===== src/rtl/tetris_pkg.sv =====
// Shared board geometry, scan-state encoding and cell index helper
// for the tetris core and its display-side consumers.
package tetris_pkg;

    localparam int COLS = 10;
    localparam int ROWS = 20;

    typedef logic [4:0] state_t;

    localparam state_t S_I     = 5'b00001;
    localparam state_t S_LOAD  = 5'b00010;
    localparam state_t S_SCAN  = 5'b00100;
    localparam state_t S_BLANK = 5'b01000;
    localparam state_t S_DONE  = 5'b10000;

    function automatic int blk_idx(input int r, input int c);
        return r * COLS + c;
    endfunction

endpackage


===== src/rtl/row_full_detect.sv =====
// Flags a board row whose cells are all occupied.
module row_full_detect #(
    parameter int W = 10
) (
    input  logic [W-1:0] i_row,
    output logic         o_full
);

    assign o_full = &i_row;

endmodule


===== src/rtl/tetris_row_scan.sv =====
// Snapshots the board and scans it row by row onto a multiplexed matrix,
// counting completely filled rows along the way.
module tetris_row_scan
    import tetris_pkg::*;
#(
    parameter int ROW_CYCLES   = 4,
    parameter int BLANK_CYCLES = 1
) (
    input  logic                 Clk,
    input  logic                 Reset,
    input  logic                 Start,
    input  logic                 Ack,
    input  logic [COLS*ROWS-1:0] blocks,
    output logic [ROWS-1:0]      row_sel,
    output logic [COLS-1:0]      col_data,
    output logic [4:0]           full_rows,
    output logic                 q_I,
    output logic                 q_Load,
    output logic                 q_Scan,
    output logic                 q_Blank,
    output logic                 q_Done
);

    localparam int MAXC = (ROW_CYCLES > BLANK_CYCLES) ? ROW_CYCLES : BLANK_CYCLES;
    localparam int CW   = $clog2(MAXC + 1);

    localparam logic [CW-1:0] ROW_LAST = CW'(ROW_CYCLES - 1);
    localparam logic [CW-1:0] BLK_LAST = CW'(BLANK_CYCLES - 1);
    localparam logic [4:0]    ROW_END  = 5'(ROWS - 1);

    state_t               r_state;
    logic [4:0]           r_row;
    logic [CW-1:0]        r_cnt;
    logic [COLS*ROWS-1:0] r_snap;
    logic [ROWS-1:0]      r_row_sel;
    logic [COLS-1:0]      r_col;
    logic [4:0]           r_full;

    state_t               w_state_nxt;
    logic [4:0]           w_row_nxt;
    logic [CW-1:0]        w_cnt_nxt;
    logic [COLS*ROWS-1:0] w_snap_nxt;
    logic [COLS-1:0]      w_row_bits;
    logic                 w_row_full;
    logic [ROWS-1:0]      w_row_sel_nxt;
    logic [COLS-1:0]      w_col_nxt;
    logic [4:0]           w_full_nxt;

    row_full_detect #(.W(COLS)) u_full (
        .i_row  (w_row_bits),
        .o_full (w_row_full)
    );

    always_ff @(posedge Clk) begin
        if (!Reset) begin
            r_state   <= S_I;
            r_row     <= '0;
            r_cnt     <= '0;
            r_snap    <= '0;
            r_row_sel <= '0;
            r_col     <= '0;
            r_full    <= '0;
        end else begin
            r_state   <= w_state_nxt;
            r_row     <= w_row_nxt;
            r_cnt     <= w_cnt_nxt;
            r_snap    <= w_snap_nxt;
            r_row_sel <= w_row_sel_nxt;
            r_col     <= w_col_nxt;
            r_full    <= w_full_nxt;
        end
    end

    always_comb begin
        w_state_nxt = r_state;
        case (r_state)
            S_I:     if (Start) w_state_nxt = S_LOAD;
            S_LOAD:  w_state_nxt = S_SCAN;
            S_SCAN:  if (r_cnt == ROW_LAST) w_state_nxt = S_BLANK;
            S_BLANK: if (r_cnt == BLK_LAST)
                         w_state_nxt = (r_row == ROW_END) ? S_DONE : S_SCAN;
            S_DONE:  if (Ack) w_state_nxt = S_I;
            default: w_state_nxt = S_I;
        endcase
    end

    // Outputs are computed from the next state so they register in step with it
    always_comb begin
        w_row_nxt = r_row;
        if (r_state == S_LOAD)
            w_row_nxt = '0;
        else if (r_state == S_BLANK && w_state_nxt == S_SCAN)
            w_row_nxt = r_row + 5'd1;

        w_cnt_nxt = '0;
        if (w_state_nxt == r_state && (r_state == S_SCAN || r_state == S_BLANK))
            w_cnt_nxt = r_cnt + 1'b1;

        w_snap_nxt = (r_state == S_LOAD) ? blocks : r_snap;
        w_row_bits = w_snap_nxt[blk_idx(int'(w_row_nxt), 0) +: COLS];

        w_row_sel_nxt = '0;
        w_col_nxt     = '0;
        if (w_state_nxt == S_SCAN) begin
            w_row_sel_nxt = ROWS'(1) << w_row_nxt;
            w_col_nxt     = w_row_bits;
        end

        w_full_nxt = (r_state == S_LOAD) ? 5'd0 : r_full;
        if (w_state_nxt == S_SCAN && r_state != S_SCAN && w_row_full)
            w_full_nxt = w_full_nxt + 5'd1;
    end

    assign row_sel   = r_row_sel;
    assign col_data  = r_col;
    assign full_rows = r_full;
    assign q_I       = r_state[0];
    assign q_Load    = r_state[1];
    assign q_Scan    = r_state[2];
    assign q_Blank   = r_state[3];
    assign q_Done    = r_state[4];

endmodule


===== config.mk =====
export PLATFORM = sky130hd
export DESIGN_NAME = tetris_row_scan
export DESIGN_NICKNAME = d
export VERILOG_FILES = /design/src/rtl/tetris_pkg.sv /design/src/rtl/row_full_detect.sv /design/src/rtl/tetris_row_scan.sv
export SDC_FILE = /design/constraint.sdc
export NUM_CORES = 1
export LEC_CHECK = 0
export ABC_CLOCK_PERIOD_IN_PS = 3730
export CAP_MARGIN = 15
export CORE_ASPECT_RATIO = 0.5
export CORE_UTILIZATION = 53
export CTS_BUF_LIST = sky130_fd_sc_hd__clkbuf_2 sky130_fd_sc_hd__clkbuf_4 sky130_fd_sc_hd__clkbuf_8
export DETAILED_ROUTE_END_ITERATION = 8
export GPL_TIMING_DRIVEN = 0
export PLACE_DENSITY_LB_ADDON = 0.25
export SYNTH_ARGS = -nofsm -noshare
export SYNTH_HDL_FRONTEND = slang
export SYNTH_SLANG_ARGS = --single-unit
export TNS_END_PERCENT = 50

===== constraint.sdc =====
create_clock -name Clk -period 3.73 [get_ports Clk]
set_input_delay 0.5595 -clock Clk [delete_from_list [all_inputs] [get_ports Clk]]
set_output_delay 0.5595 -clock Clk [all_outputs]
set_load 0.05 [all_outputs]

Word level (Yosys, flattened, before mapping)
Index checks and enable logic that the tools add are counted.
{"block": "classes", "n_shift": 2, "eq_ne": 10, "multipliers": 1, "addsub": 3, "n_mux": 11, "reduce_logical": 9}
{"op": "$mux W200", "n": 1}
{"op": "$shiftx A200 B10 Y10", "n": 1}
{"op": "$mux W5", "n": 9}
{"op": "$pmux W5 S5", "n": 1}
{"op": "$shl A1 B5 Y20 const A", "n": 1}
{"op": "$add A5 B1 Y5 const B", "n": 2}
{"op": "$eq A5 B3 Y1 const B", "n": 2}
{"op": "$eq A5 B5 Y1 const B", "n": 2}
{"op": "$reduce_and A10 Y1", "n": 1}
{"op": "$mul A5 B3 Y8 const B", "n": 1}
{"op": "$eq A5 B1 Y1 const B", "n": 1}
{"op": "$eq A5 B2 Y1 const B", "n": 1}
{"op": "$eq A5 B4 Y1 const B", "n": 1}
{"op": "$eq A5 B5 Y1", "n": 1}
{"op": "$ne A5 B3 Y1 const B", "n": 1}
{"op": "$logic_and A1 B1 Y1", "n": 4}
{"op": "$reduce_and A2 Y1", "n": 2}
{"op": "$add A3 B1 Y3 const B", "n": 1}
{"op": "$eq A3 B2 Y1 const B", "n": 1}
{"op": "$logic_not A3 Y1", "n": 1}
{"op": "$logic_or A1 B1 Y1", "n": 1}
{"block": "totals", "register_bits": 248, "word_cells": 43, "out_inout_bits": 40}

Depth between registers and ports, before layout
Gate-level depths: netlist (run 1).
{"block": "logic_depth", "ltp_word": 13, "mapped_depth": 16}

Cells and area by module
Synthesis (run 1) repeated with hierarchy kept, for this count alone.
{"block": "hier_totals", "cells_unflattened": 1415, "hier_area_um2": 11562.3}
{"mod": "tetris_row_scan", "area_each_um2": 11536.1, "cells_per_inst": 1411, "instances": 1, "seq_area_each_um2": 4964.8}
{"mod": "row_full_detect", "area_each_um2": 26.3, "cells_per_inst": 4, "instances": 1, "seq_area_each_um2": 0.0}

Worst setup path before layout (run 1)
No wires, ideal clock.
{"block": "synth_path", "path_kind": "reg-to-reg", "start": "register r_state[0]", "end": "register r_full[2], in the netlist full_rows[2]", "setup_time_ns": 0.132, "synth_period_minus_slack_ns": 3.469, "path_slack_ns": 0.261, "stages_incl_launch_ff": 15, "t_arrival_ns": 3.337, "path_cell_list": "dfxtp_1 > buf_6 > or3_1 > buf_6 > buf_6 > nor3_2 > mux2i_1 > nand2_1 > a221oi_1 > o31a_1 > o22ai_1 > and4bb_1 > buf_2 > a31o_1 > a21oi_1"}
{"block": "synth_between", "elab_chain_len": 11, "word_cells_on_any_way": 24, "classes_between": "add/sub: 1; mul: 1; eq/ne: 7; shift: 1; mux: 10; reduce/logical: 4"}
{"item": "start, declared", "line": "tetris_row_scan.sv:31", "text": "state_t r_state;"}
{"item": "start signal, assigned", "line": "tetris_row_scan.sv:64", "text": "r_state <= w_state_nxt;"}
{"item": "$eq A5 B5 Y1 (tied with other cells)", "line": "tetris_row_scan.sv:76", "text": "case (r_state)"}
{"item": "$pmux W5 S5", "line": "tetris_row_scan.sv:76"}
{"item": "$eq A5 B3 Y1", "line": "tetris_row_scan.sv:92, tetris_row_scan.sv:110"}
{"item": "$logic_and A1 B1 Y1", "line": "tetris_row_scan.sv:92", "text": "else if (r_state == S_BLANK && w_state_nxt == S_SCAN)"}
{"item": "$mux W5", "line": "tetris_row_scan.sv:92"}
{"item": "$mux W5", "line": "tetris_row_scan.sv:90", "text": "if (r_state == S_LOAD)"}
{"item": "$mul A5 B3 Y8", "line": "tetris_pkg.sv:17", "text": "return r * COLS + c;"}
{"item": "$shiftx A200 B10 Y10", "line": "tetris_row_scan.sv:100", "text": "w_row_bits = w_snap_nxt[blk_idx(int'(w_row_nxt), 0) +: COLS];"}
{"item": "$reduce_and A10 Y1", "line": "row_full_detect.sv:9", "text": "assign o_full = &i_row;"}
{"item": "$logic_and A1 B1 Y1", "line": "tetris_row_scan.sv:110", "text": "if (w_state_nxt == S_SCAN && r_state != S_SCAN && w_row_full)"}
{"item": "$mux W5 *", "line": "tetris_row_scan.sv:110"}
{"item": "end signal, assigned", "line": "tetris_row_scan.sv:70", "text": "r_full <= w_full_nxt;"}
{"item": "end, declared", "line": "tetris_row_scan.sv:37", "text": "logic [4:0] r_full;"}
Mark *: on every way between the ends. The rest lies on a longest branch, timed or not.
A chain may end at the register's enable or synchronous reset.

Worst setup path after layout (run 1)
{"block": "layout_path", "start": "register r_row[0]", "end": "register r_full[2], in the netlist full_rows[2]"}
{"block": "layout_between", "elab_chain_len": 13, "word_cells_on_any_way": 15, "classes_between": "add/sub: 1; mul: 1; eq/ne: 2; shift: 1; mux: 6; reduce/logical: 4"}
{"item": "start, declared", "line": "tetris_row_scan.sv:32", "text": "logic [4:0] r_row;"}
{"item": "start signal, assigned", "line": "tetris_row_scan.sv:65", "text": "r_row <= w_row_nxt;"}
{"item": "$eq A5 B5 Y1", "line": "tetris_row_scan.sv:81", "text": "w_state_nxt = (r_row == ROW_END) ? S_DONE : S_SCAN;"}
{"item": "$mux W5", "line": "tetris_row_scan.sv:81"}
{"item": "$mux W5", "line": "tetris_row_scan.sv:80", "text": "S_BLANK: if (r_cnt == BLK_LAST)"}
{"item": "$pmux W5 S5", "line": "tetris_row_scan.sv:76"}
{"item": "$eq A5 B3 Y1", "line": "tetris_row_scan.sv:92, tetris_row_scan.sv:110"}
{"item": "$logic_and A1 B1 Y1", "line": "tetris_row_scan.sv:92"}
{"item": "$mux W5", "line": "tetris_row_scan.sv:92"}
{"item": "$mux W5", "line": "tetris_row_scan.sv:90"}
{"item": "$mul A5 B3 Y8", "line": "tetris_pkg.sv:17"}
{"item": "$shiftx A200 B10 Y10", "line": "tetris_row_scan.sv:100"}
{"item": "$reduce_and A10 Y1", "line": "row_full_detect.sv:9"}
{"item": "$logic_and A1 B1 Y1 *", "line": "tetris_row_scan.sv:110"}
{"item": "$mux W5 *", "line": "tetris_row_scan.sv:110"}
Marked as above.

==> key figures, run 1 <==
Status
  – Status: complete, but fails checks
  – Failing checks: DRC, setup timing

Timing
  – Worst slew margin: a little under a third
  – Minimum clock period: around 3700 ps
  – # setup viols final: 1
  – Maximum clock rate: approximately 270 MHz
  – Endpoints failing hold: 0
  – Period utilization: 100%
  – Least-Margin Pin Slew: ~1000 ps
  – Worst clock skew: 20.6 ps
  – Max-slew violations: 0
  – RSZ-0062 raised after global routing: true
  – Setup ws final: -17.1 ps

Place
  – DPL Wire Length: around 35000 um
  – Port Buffers: ~240
  – Final Wtd Congestion: 1.00
  – Area after DPL: between 10000 and 15000 um2
  – Dpl ws: -1150 ps

Yosys
  – Avg Cell Area, Syn: between 7 and 8 um2
  – Post-Syn Area: 11100 um2
  – Share of flip-flops with an asynchronous set or reset: 0%
  – Leading area contributor after synthesis: dfxtp_1
  – Synth Net Count: 1633
  – Synth top area share: around 45%
  – Count of state elements after synthesis: between 200 and 250
  – Number of synthesized flops with an enable pin: 0
  – Yosys cell types: 87
  – Post-synthesis sequential area ratio: between 40% and 50%
  – Ys flop type: dfxtp_1
  – YS warnings: 0
  – Synth top area cells: dfxtp_1 45%, nand2_1 15%, a21oi_1 10%
  – Syn Inst Count: between 1000 and 1500

Routing
  – Via count: about 13000
  – ANT nets after route: 0
  – First-pass DRT Iterations: 9
  – Routed WL per cell: 23.2 um
  – Final WL: about 47000 um
  – Vias per cell: approximately 6.2
  – Residual DRC: 12
  – Initial DRC Count: approximately 1700

Worst setup path
  – Worst-path maximum fanout: 10
  – Crit path from: r_row[0]
  – Reg2reg start: r_row[0]
  – Crit. End Element: flip-flop
  – Setup slack, reg-to-reg: -20 ps
  – Worst R2R End: full_rows[2]
  – Worst R2R Path Depth: 15
  – Startpoint Class: flip-flop
  – Crit path kind: flip-flop to flip-flop
  – CP required: between 4000 and 5000 ps
  – CP Data Arrival Time: just over 4000 ps

Hold path
  – End of the worst hold path: r_snap[3]
  – Critical hold path startpoint: r_snap[3]
  – Hold Path Cell Cnt: 2
  – Hold WC Path Type: flip-flop to flip-flop

Power
  – Max VDD drop: 307 uV
  – Power Density: 356 nW/um2
  – Lkg Pwr: between 5 and 6 nW

Clock network
  – CTS sink count: 248
  – CTS Buf Count: 36
  – CTS tree: done
  – Clock Latency Late Sink: 550 ps
  – Clock buffer depth: 3
  – CTS Hold Bufs: 0
  – Root Buffer: clkbuf_8
  – CTS HTree Levels: 2
  – Clock transition at path regs: about 70 ps

Finish
  – Final Cell Area: 15300 um2
  – Syn-to-layout area delta: 37.3%
  – Filler instances: about 1500
  – # nets final: between 1500 and 2000
  – Area taken by multi-input logic gates: about 5900 um2
  – Layout Utilization: 74.3%
  – N_diodes: 0
  – FF/Latch Area: around 5000 um2
  – Fraction of layout instances using a drive strength above 1: around an eighth

Flow run
  – Max Cap Viol: 0

Die
  – IO Pins: ~240
  – Die Width: between 200 and 250 um
  – Row count: 37
  – Die area: 21600 um2
  – Core footprint: 20600 um2
  – Die Span Y: 104 um
  – Initial Utilization: between 50% and 60%

GRT
  – Global-route wire length before repair: slightly below 70000 um
  – Initial antenna violation count: 0
  – GRT overflow: 0
  – Largest net degree at the start of global routing: 11
  – Vias in the first global route: 11800
  – Total GRT Usage: a little over two fifths
==> synthesized netlist by cell type (5+ instances only) <==
cell        n
clkbuf_1   75
buf_2      21
dfxtp_1   248
mux2i_1    40
nand2_1   451
a32o_1      5
inv_1      10
mux2_2     11
nor3_1     11
o21ai_0    19
a31oi_1     6
ha_1        5
o22ai_1     7
o211ai_1   10
nand3_1    33
a211oi_1   22
and2_1      5
a221oi_1    7
a21oi_1   231
buf_6       6
and3_1     18
nor2_1     60
nand4_1    10
o21ai_1     5
==> where the power goes <==
group | leakage, nW | internal (W) | switching, W
clock network | 0.365 | 0.00117 | 0.00107
registers | 2.00 | 0.00269 | 0.0000275
logic | 2.89 | 0.000258 | 0.000223
==> per-stage QoR <==
| step | hold slack, ps | total power, W | TNS, ps | std cells |
|---|---|---|---|---|
| after floorplan | 417 | 0.00292 | 0 | 1424 |
| after global placement | 425 | 0.00321 | -59510 | 1940 |
| after detailed placement | 447 | 0.00322 | -78550 | 1940 |
| after CTS | 456 | 0.00537 | 0 | 2017 |
| after global routing | 476 | 0.00553 | -36.7 | 2025 |
| final | 457 | 0.00543 | -17.1 | 2025 |
==> state kept, by name, summed over array words and instances, names as in the netlist <==
register	flops
col_data	10
r_snap	200
r_row	5
full_rows	5
r_cnt	3
row_sel	20
r_state	5
==> logic make-up after synthesis <==
| kind of cell | after synthesis | share of synthesized area [%] |
|---|---|---|
| and+or+nand+nor | 621 | 24.1 |
| AOI/OAI and AO/OA | 374 | 20.7 |
| DFF | 248 | 44.6 |
| buffers and inverters | 120 | 4.76 |
| muxes | 54 | 5.02 |
| adders and majority gates | 5 | 0.563 |
| xor gates and xnor gates | 2 | 0.158 |
==> how the worst max path moves through the flow <==
stage,to
global placement,full_rows[4]
detailed placement,full_rows[4]
global route,full_rows[2]
finish,full_rows[2]
CTS,full_rows[2]
floorplan,full_rows[2]
==> layer usage <==
layer	part of all wire, %	track usage [%]
met5	0	0
met4	2.6	11.9
met3	14	10.7
met2	42	61.0
met1	42	62.2
==> layout make-up <==
class | count | share of cell area [%]
Multi-Input combinational cell | 1056 | 38.8
Inverter | 12 | 0.295
Sequential cell | 248 | 32.5
Clock inverter | 4 | 0.295
Buffer | 106 | 3.67
Clock buffer | 49 | 4.21
Timing Repair Buffer | 277 | 17.9
Tap cell | 273 | 2.24
==> placed cells by master, fill, tap and decap left out, types with 5 or more instances in the layout <==
cell             count
clkbuf_4            11
nand4_1             10
nor3_4               5
clkbuf_8            44
o22ai_1              6
nor3_1               9
buf_4               43
a221oi_1             5
buf_2                7
o211ai_1            10
a211oi_1            17
mux2_2              11
nand2_1            450
a21oi_1            228
buf_6                8
clkbuf_2             9
inv_1               10
and2_1               5
a32o_1               5
clkdlybuf4s50_1    243
o21ai_0             17
clkbuf_1            60
nor2_1              58
dfxtp_1            247
nand3_1             31
a31oi_1              5
and3_1              18
mux2i_1             35
==> worst max-delay path, stage by stage (launching register included) <==
cell and delay, ps:
dfxtp_1 360, ha_1 260, and4bb_2 290, buf_6 170, o31ai_4 280, buf_12 180
nand2_2 70, buf_6 170, buf_8 180, mux2i_1 200, a221oi_2 320, o31a_1 270
o22ai_1 130, and4bb_4 430, a31o_1 190, a21oi_1 60
==> repair_timing <==
item / CTS / global route
pin swaps: 14 / 7
gates resized for setup: 80 / 27
buffers inserted: 26 / 8
endpoints found under the setup margin: 181 / 73
gates cloned: 0 / 0
No activity file was read; power rests on OpenSTA's default activity.
==> run 2: changes to the inputs <==
--- a/config.mk
+++ b/config.mk
@@ -10,6 +10,7 @@
 export CORE_ASPECT_RATIO = 0.5
 export CORE_UTILIZATION = 53
 export CTS_BUF_LIST = sky130_fd_sc_hd__clkbuf_2 sky130_fd_sc_hd__clkbuf_4 sky130_fd_sc_hd__clkbuf_8
+export CTS_CLUSTER_DIAMETER = 30
 export DETAILED_ROUTE_END_ITERATION = 8
 export GPL_TIMING_DRIVEN = 0
 export PLACE_DENSITY_LB_ADDON = 0.25
==> run 2 against run 1 <==
Compared with the run above: the flow still finishes with violations (DRC, setup timing); clock power increased by 16%; critical path depth decreased by 1; cell count increased by 0.49%; sequential power about the same; combinational power about the same; clock skew decreased by 2.3 ps; critical path type unchanged; largest cell class unchanged.
==> key figures, run 2 (synthesized netlist as in run 1, its figures left out) <==
Status
  – Status: complete, but fails checks
  – Failing checks: DRC, setup timing

Clock network
  – CTS Hold Bufs: 0 (unchanged)
  – CTS HTree Levels: 2 (unchanged)
  – Clock buffer depth: 3 (unchanged)
  – Clock transition at path regs: 70 ps (about the same)
  – Clock Latency Late Sink: 560 ps (about the same)
  – CTS tree: done
  – CTS sink count: 248 (unchanged)
  – CTS Buf Count: 39 (+8.3%)
  – Root Buffer: clkbuf_8

Worst setup path
  – Crit-path most repeated cell: buf_6
  – Crit path buffers/inverters: 4 (unchanged)
  – Delay of the slowest critical-path stage: 470 ps (+40 ps)
  – CP Data Arrival Time: 4120 ps (about the same)
  – Worst-path maximum fanout: 10 (unchanged)
  – Startpoint Class: flip-flop
  – Crit. End Element: flip-flop
  – Crit path kind: flip-flop to flip-flop
  – Crit-path cells: buf_6 -> or3_1 -> buf_6 -> buf_6 -> nor3_4 -> mux2_2 -> nor2_4 -> o21ai_0 -> a211oi_2 -> buf_4 -> o22ai_1 -> and4bb_4 -> a31o_1 -> a21oi_1
  – Family with the most delay on the worst path: simple AND/OR/NAND/NOR gates
  – Slowest stage cell on the critical path: mux2_2
  – CP required: 4110 ps (about the same)

Finish
  – Final Cell Area: 15400 um2 (+1.1%)
  – Area taken by multi-input logic gates: 5940 um2 (+0.25%)
  – Most common cell after layout, fill and taps aside: nand2_1
  – Most flop-heavy register: r_snap
  – Filler instances: 1466 (+0.068%)
  – # nets final: 1947 (+0.051%)
  – Syn-to-layout area delta: 38.8%
  – Most frequent cells in the layout: 450 x nand2_1, 246 x dfxtp_1, 243 x clkdlybuf4s50_1
  – FF/Latch Area: 4970 um2 (about the same)
  – N_diodes: 0 (unchanged)
  – Fraction of layout instances using a drive strength above 1: 12.1% (+0.44 points)
  – Layout Utilization: 75.1% (+0.83 points)
  – Max reg flops: 200 (unchanged)

Die
  – Die Width: 207 um (unchanged)
  – Die area: 21600 um2 (unchanged)
  – IO Pins: 244 (unchanged)
  – Core footprint: 20600 um2 (unchanged)
  – Initial Utilization: 54.1% (unchanged)
  – Row count: 37 (unchanged)
  – Die Span Y: 104 um (unchanged)

Place
  – Dpl ws: -1150 ps (unchanged)
  – Area after DPL: 13900 um2 (unchanged)
  – Port Buffers: 243 (unchanged)
  – Final Wtd Congestion: 1.00 (unchanged)
  – DPL Wire Length: 34900 um (unchanged)

GRT
  – GRT overflow: 0 (unchanged)
  – Total GRT Usage: 43.1% (+0.59 points)
  – Initial antenna violation count: 0 (unchanged)
  – Vias in the first global route: 12100 (+2.3%)
  – M1 GR Usage: 62.6% (+0.37 points)
  – Met2 usage: 62.3% (+1.3 points)
  – Largest net degree at the start of global routing: 11 (unchanged)
  – Global-route wire length before repair: 69400 um (+1.7%)
  – Grt peak-use layer: met1
  – Met3 Usage GRT: 10.5% (-0.22 points)

Routing
  – ANT nets after route: 0 (unchanged)
  – First-pass DRT Iterations: 8 (-1)
  – Initial DRC Count: 1744 (+1.4%)
  – Final WL: 47700 um (+1.6%)
  – Vias per cell: 6.30 (+0.89%)
  – Residual DRC: 12 (unchanged)
  – Routed WL per cell: 23.5 um (+1.1%)
  – Via count: 12800 (+1.4%)

Power
  – Net Sw Frac: 24.1% (-0.14 points)
  – Lkg Pwr: 5.30 nW (+0.83%)
  – Power Density: 375 nW/um2 (+5.4%)
  – Reg power frac: 46.9% (-3.1 points)
  – Logic gate share of total power: 8.4% (-0.5 points)
  – Psw: 0.00139 W (+6.0%)
  – Clock power share: 44.8% (+3.6 points)
  – Max VDD drop: 271 uV (-12%)
  – Pint: 0.00439 W (+6.7%)

Timing
  – Setup ws final: -9.78 ps (+7.28 ps)
  – WHS: 454 ps (-2.27 ps)
  – RSZ-0062 raised after global routing: true
  – Worst slew margin: 32.5% (+1.1 points)
  – Endpoints failing hold: 0 (unchanged)
  – # setup viols final: 1 (unchanged)
  – Least-Margin Pin Slew: 1010 ps (-16.0 ps)
  – Max-slew violations: 0 (unchanged)
  – Minimum clock period: 3740 ps (-7.28 ps)
  – Maximum clock rate: 267 MHz (+0.19%)
  – Period utilization: 100% (-0.20 points)
  – Worst clock skew: 18.3 ps (-2.29 ps)

Hold path
  – Hold WC Path Type: flip-flop to flip-flop

Flow run
  – Max Cap Viol: 0 (unchanged)
[run 2: cell types whose count changed in the layout (fill, tap and decap cells not counted), sizes merged]
cell,before,now
buf,65,62
inv,11,12
clkbuf,124,131
clkinv,4,5
bufinv,1,3
clkinvlp,0,2
[run 2: metal layers]
| layer | up-vias | routed length, um |
|---|---|---|
| met5 | - | 0 |
| met4 | 0 | 1290 |
| met3 | 139 | 6700 |
| met2 | 998 | 19900 |
| met1 | 6131 | 19800 |
| li1 | 5556 | - |
[run 2: cell type report]
type | count | area share, %
Tap cell | 273 | 2.21
Timing Repair Buffer | 276 | 17.7
Clock inverter | 10 | 0.916
Multi-Input combinational cell | 1056 | 38.5
Buffer | 105 | 3.61
Sequential cell | 248 | 32.2
Inverter | 12 | 0.292
Clock buffer | 55 | 4.62
[run 2: through the flow]
step	cells	setup TNS [ps]	total power [W]
after floorplan	1424	0	0.00292
after global placement	1940	-59510	0.00321
after detailed placement	1940	-78550	0.00322
after CTS	2029	0	0.00572
after global routing	2035	-82.3	0.00589
final	2035	-9.78	0.00579
[run 2: power groups by stage]
stage	Sequential [W]	Combinational, W	Clock (W)
after global placement	0.00277	0.000444	0
final	0.00271	0.000484	0.00259
after global routing	0.00271	0.000506	0.00267
after floorplan	0.00277	0.000152	0
after detailed placement	0.00277	0.000453	0
after CTS	0.00271	0.000467	0.00254
[run 2: final timing paths]
kind | from | endpoint | slack [ps] | depth (start not counted)
worst max-delay path | r_state[0] | full_rows[2] | -10 | 14
worst min-delay path | r_snap[3] | r_snap[3] | 450 | 2
worst max register to register | r_state[0] | full_rows[2] | -10 | 14
worst min register to register | r_snap[3] | r_snap[3] | 450 | 2
[run 2: repair_timing]
item | CTS | global route
setup buffers | 26 | 7
pin swaps | 14 | 9
resized for setup | 79 | 26
gates cloned | 0 | 0
endpoints found under the hold margin | 0 | 0
setup endpoints to repair | 183 | 84
[run 2: tightest hold or removal path: stages, from the launching register on]
cell and delay, ps:
dfxtp_1 310, nand2_1 50, a21oi_1 50
==> variant, RTL diff (flow settings as in run 2) <==
Set the package constant `COLS` to 9 (it was 10).
--- a/src/rtl/tetris_pkg.sv
+++ b/src/rtl/tetris_pkg.sv
@@ -2,7 +2,7 @@
 // for the tetris core and its display-side consumers.
 package tetris_pkg;
 
-    localparam int COLS = 10;
+    localparam int COLS = 9;
     localparam int ROWS = 20;
 
     typedef logic [4:0] state_t;
Interface: changed (resized blocks and col_data); port bits go from 244 to 223. The function was not compared with the original's and may differ.
==> variant against run 2 <==
The flow finishes with violations (setup timing); cell count down 8.0%; maximum frequency rose by 0.12%; setup slack gained 4.6 ps; synthesized area shrank 7.7%; power shrank 5.9%; non-clock buffer count fell by 22; clock power decreased by 8%; sequential cell count shrank 21; synthesized cell count decreased by 9.7%; wire length shrank 4.5%; critical path depth grew 1; final area down 6.5%; largest cell class unchanged.
==> variant: results (changes against run 2) <==
- worst clock skew: 19.9 ps, was 18.3 ps
- worst min path class: reg2reg, unchanged
- prevailing post-synth register cell: sky130_fd_sc_hd__dfxtp_1, unchanged
- outcome: finished, violations left, unchanged
- via/cell ratio: 6.30, about the same
- clock tree buffer depth: 3, unchanged
- DP Cell Count: 1767, was 1940
- layout cells sized above 1: 14.6%, was 12.1%
- IR drop worst, VDD: 0.000279 V, was 0.000271 V
- net switching component of the power: 1.42 mW, was 1.39 mW
- placed cell area: 12800 µm², was 13900 µm²
- top cell types by occurrence after synthesis: 358 x sky130_fd_sc_hd__nand2_1, 227 x sky130_fd_sc_hd__dfxtp_1, 188 x sky130_fd_sc_hd__a21oi_1, was 451 x sky130_fd_sc_hd__nand2_1, 248 x sky130_fd_sc_hd__dfxtp_1, 231 x sky130_fd_sc_hd__a21oi_1
- Seq/Total Area, Yosys: 44.2%, was 44.6%
- Total Negative Setup Slacks: -11.0 ps, was -9.78 ps
- Hold Fails Final Rpt: 0, unchanged
- number of detailed-routing iterations run before antenna repair: 6, was 8
- number of antenna violations at the first check in global routing: 1, was 0
- top fanout value on the critical path: 10, unchanged
- routability cong.: 1.05, was 1.00
- drt first-iter violations: 1724, was 1744
- pin count of the biggest net entering global routing: 11, unchanged
- number of inserted diodes: 0, unchanged
- data arrival time at the worst-slack endpoint: 4180 ps, was 4120 ps
- cts bufs inserted: 36, was 39
- met2 Track Usage GR: 67.7%, was 62.3%
- filler cell count in the final layout: 1248, was 1466
- slack of the critical path: -5.15 ps, was -9.78 ps
- Largest register FFs: 180, was 200
- routing usage on met1: 60.5%, was 62.6%
- count of yosys warnings during synthesis: 0, unchanged
- total congestion overflow after global routing: 0, unchanged
- via count of the first global-routing pass: 11100, was 12100
- cell count after synthesis: 1286, was 1424
- clock transition at the register clock pins on the worst setup and hold paths after CTS: 70 ps, about the same
- buffer type at the clock tree root: sky130_fd_sc_hd__clkbuf_8, unchanged
- Leakage: 4.99 nW, was 5.30 nW
- number of input and output port buffers inserted: 222, was 243
- worst-skew pair later-pin latency: 560 ps, about the same
- total routing usage reported by global routing: 45.0%, was 43.1%
- dominant cells by area after synthesis: sky130_fd_sc_hd__dfxtp_1 44%, sky130_fd_sc_hd__nand2_1 13%, sky130_fd_sc_hd__a21oi_1 9.2%, was sky130_fd_sc_hd__dfxtp_1 45%, sky130_fd_sc_hd__nand2_1 15%, sky130_fd_sc_hd__a21oi_1 10%
- hold_buf cts: 0, unchanged
- DP HPWL: 32600 µm, was 34900 µm
- CTS H-tree depth: 2, unchanged
- async set-reset flop share out of synthesis: 0%, unchanged
- synthesized net count: 1475, was 1633
- largest reg by FF count: r_snap, unchanged
- Setup Slack @ Placement: -1190 ps, was -1150 ps
- # setup viols final: 3, was 1
- transition time at the pin with the least slew margin: 863 ps, was 1010 ps
- final worst hold slack: 458 ps, was 454 ps
- Cell variety after synth: 87, unchanged
- violations in the final reports: setup timing, was DRC, setup timing
- drt wl/cell: 24.4 µm, was 23.5 µm
- first-pass GRT wire length: 66200 µm, was 69400 µm
- met3 layer usage reported by global route: 15.0%, was 10.5%
- total length of routed wires: 45600 µm, was 47700 µm
-- variant: power groups by stage --
stage	Clock, mW	Combinational, mW	Sequential (mW)
floorplan	0	0.200	2.56
global placement	0	0.487	2.55
detailed placement	0	0.500	2.56
CTS	2.35	0.520	2.50
global route	2.48	0.569	2.51
finish	2.39	0.545	2.51
-- variant: final timing paths --
path                               start                      end  slack [ps]  depth (start not counted)
setup / recovery   r_state[0]$_SDFF_PN1_  full_rows[1]$_SDFF_PN0_          -5                         15
setup reg to reg   r_state[0]$_SDFF_PN1_  full_rows[1]$_SDFF_PN0_          -5                         15
hold / removal    r_snap[146]$_SDFF_PN0_   r_snap[146]$_SDFF_PN0_         460                          2
hold reg to reg   r_snap[146]$_SDFF_PN0_   r_snap[146]$_SDFF_PN0_         460                          2
-- variant: critical path: stages, from the launching register on --
cell and delay, ps:
sky130_fd_sc_hd__dfxtp_1 410, sky130_fd_sc_hd__or3_1 430, sky130_fd_sc_hd__buf_6 160, sky130_fd_sc_hd__o31ai_4 290, sky130_fd_sc_hd__buf_12 170, sky130_fd_sc_hd__a21oi_4 70
sky130_fd_sc_hd__buf_12 160, sky130_fd_sc_hd__buf_4 130, sky130_fd_sc_hd__clkbuf_4 240, sky130_fd_sc_hd__mux2i_1 160, sky130_fd_sc_hd__nor3_1 510, sky130_fd_sc_hd__nor4_4 100
sky130_fd_sc_hd__buf_4 200, sky130_fd_sc_hd__nor3_4 240, sky130_fd_sc_hd__a21oi_1 110, sky130_fd_sc_hd__a41o_1 220
-- variant: per-layer routing --
metal  vias up  wire (µm)  part of all wire [%]
met3       149       6860                    15
met5         -          8                 0.018
li1       5074          -                     -
met2       959      19200                    42
met1      5612      18000                    39
met4         2       1500                   3.3
-- variant: layout make-up --
cell class | count | area, µm² | share of cell area [%]
multi-input combinational | 943 | 5590 | 38.7
sequential | 227 | 4550 | 31.5
timing repair buffer | 265 | 2620 | 18.2
clock buffer | 50 | 651 | 4.51
buffer | 94 | 485 | 3.36
tap | 259 | 324 | 2.24
clock inverter | 13 | 136 | 0.944
inverter | 21 | 78.8 | 0.546
-- variant: kinds of logic after synthesis --
family	after synthesis	synth area share, %
buffers and inverters	117	4.90
DFF	227	44.2
AOI/OAI and AO/OA	326	20.1
and+or+nand+nor	544	23.4
adders and majority gates	5	0.609
muxes	65	6.59
xor gates and xnor gates	2	0.171
-- variant: timing repair --
item | in CTS | in global routing
cloned | 1 | 1
setup buffers | 34 | 8
resized for setup | 66 | 43
setup endpoints to repair | 94 | 84
pin swaps | 16 | 11
hold endpoints to repair | 0 | 0
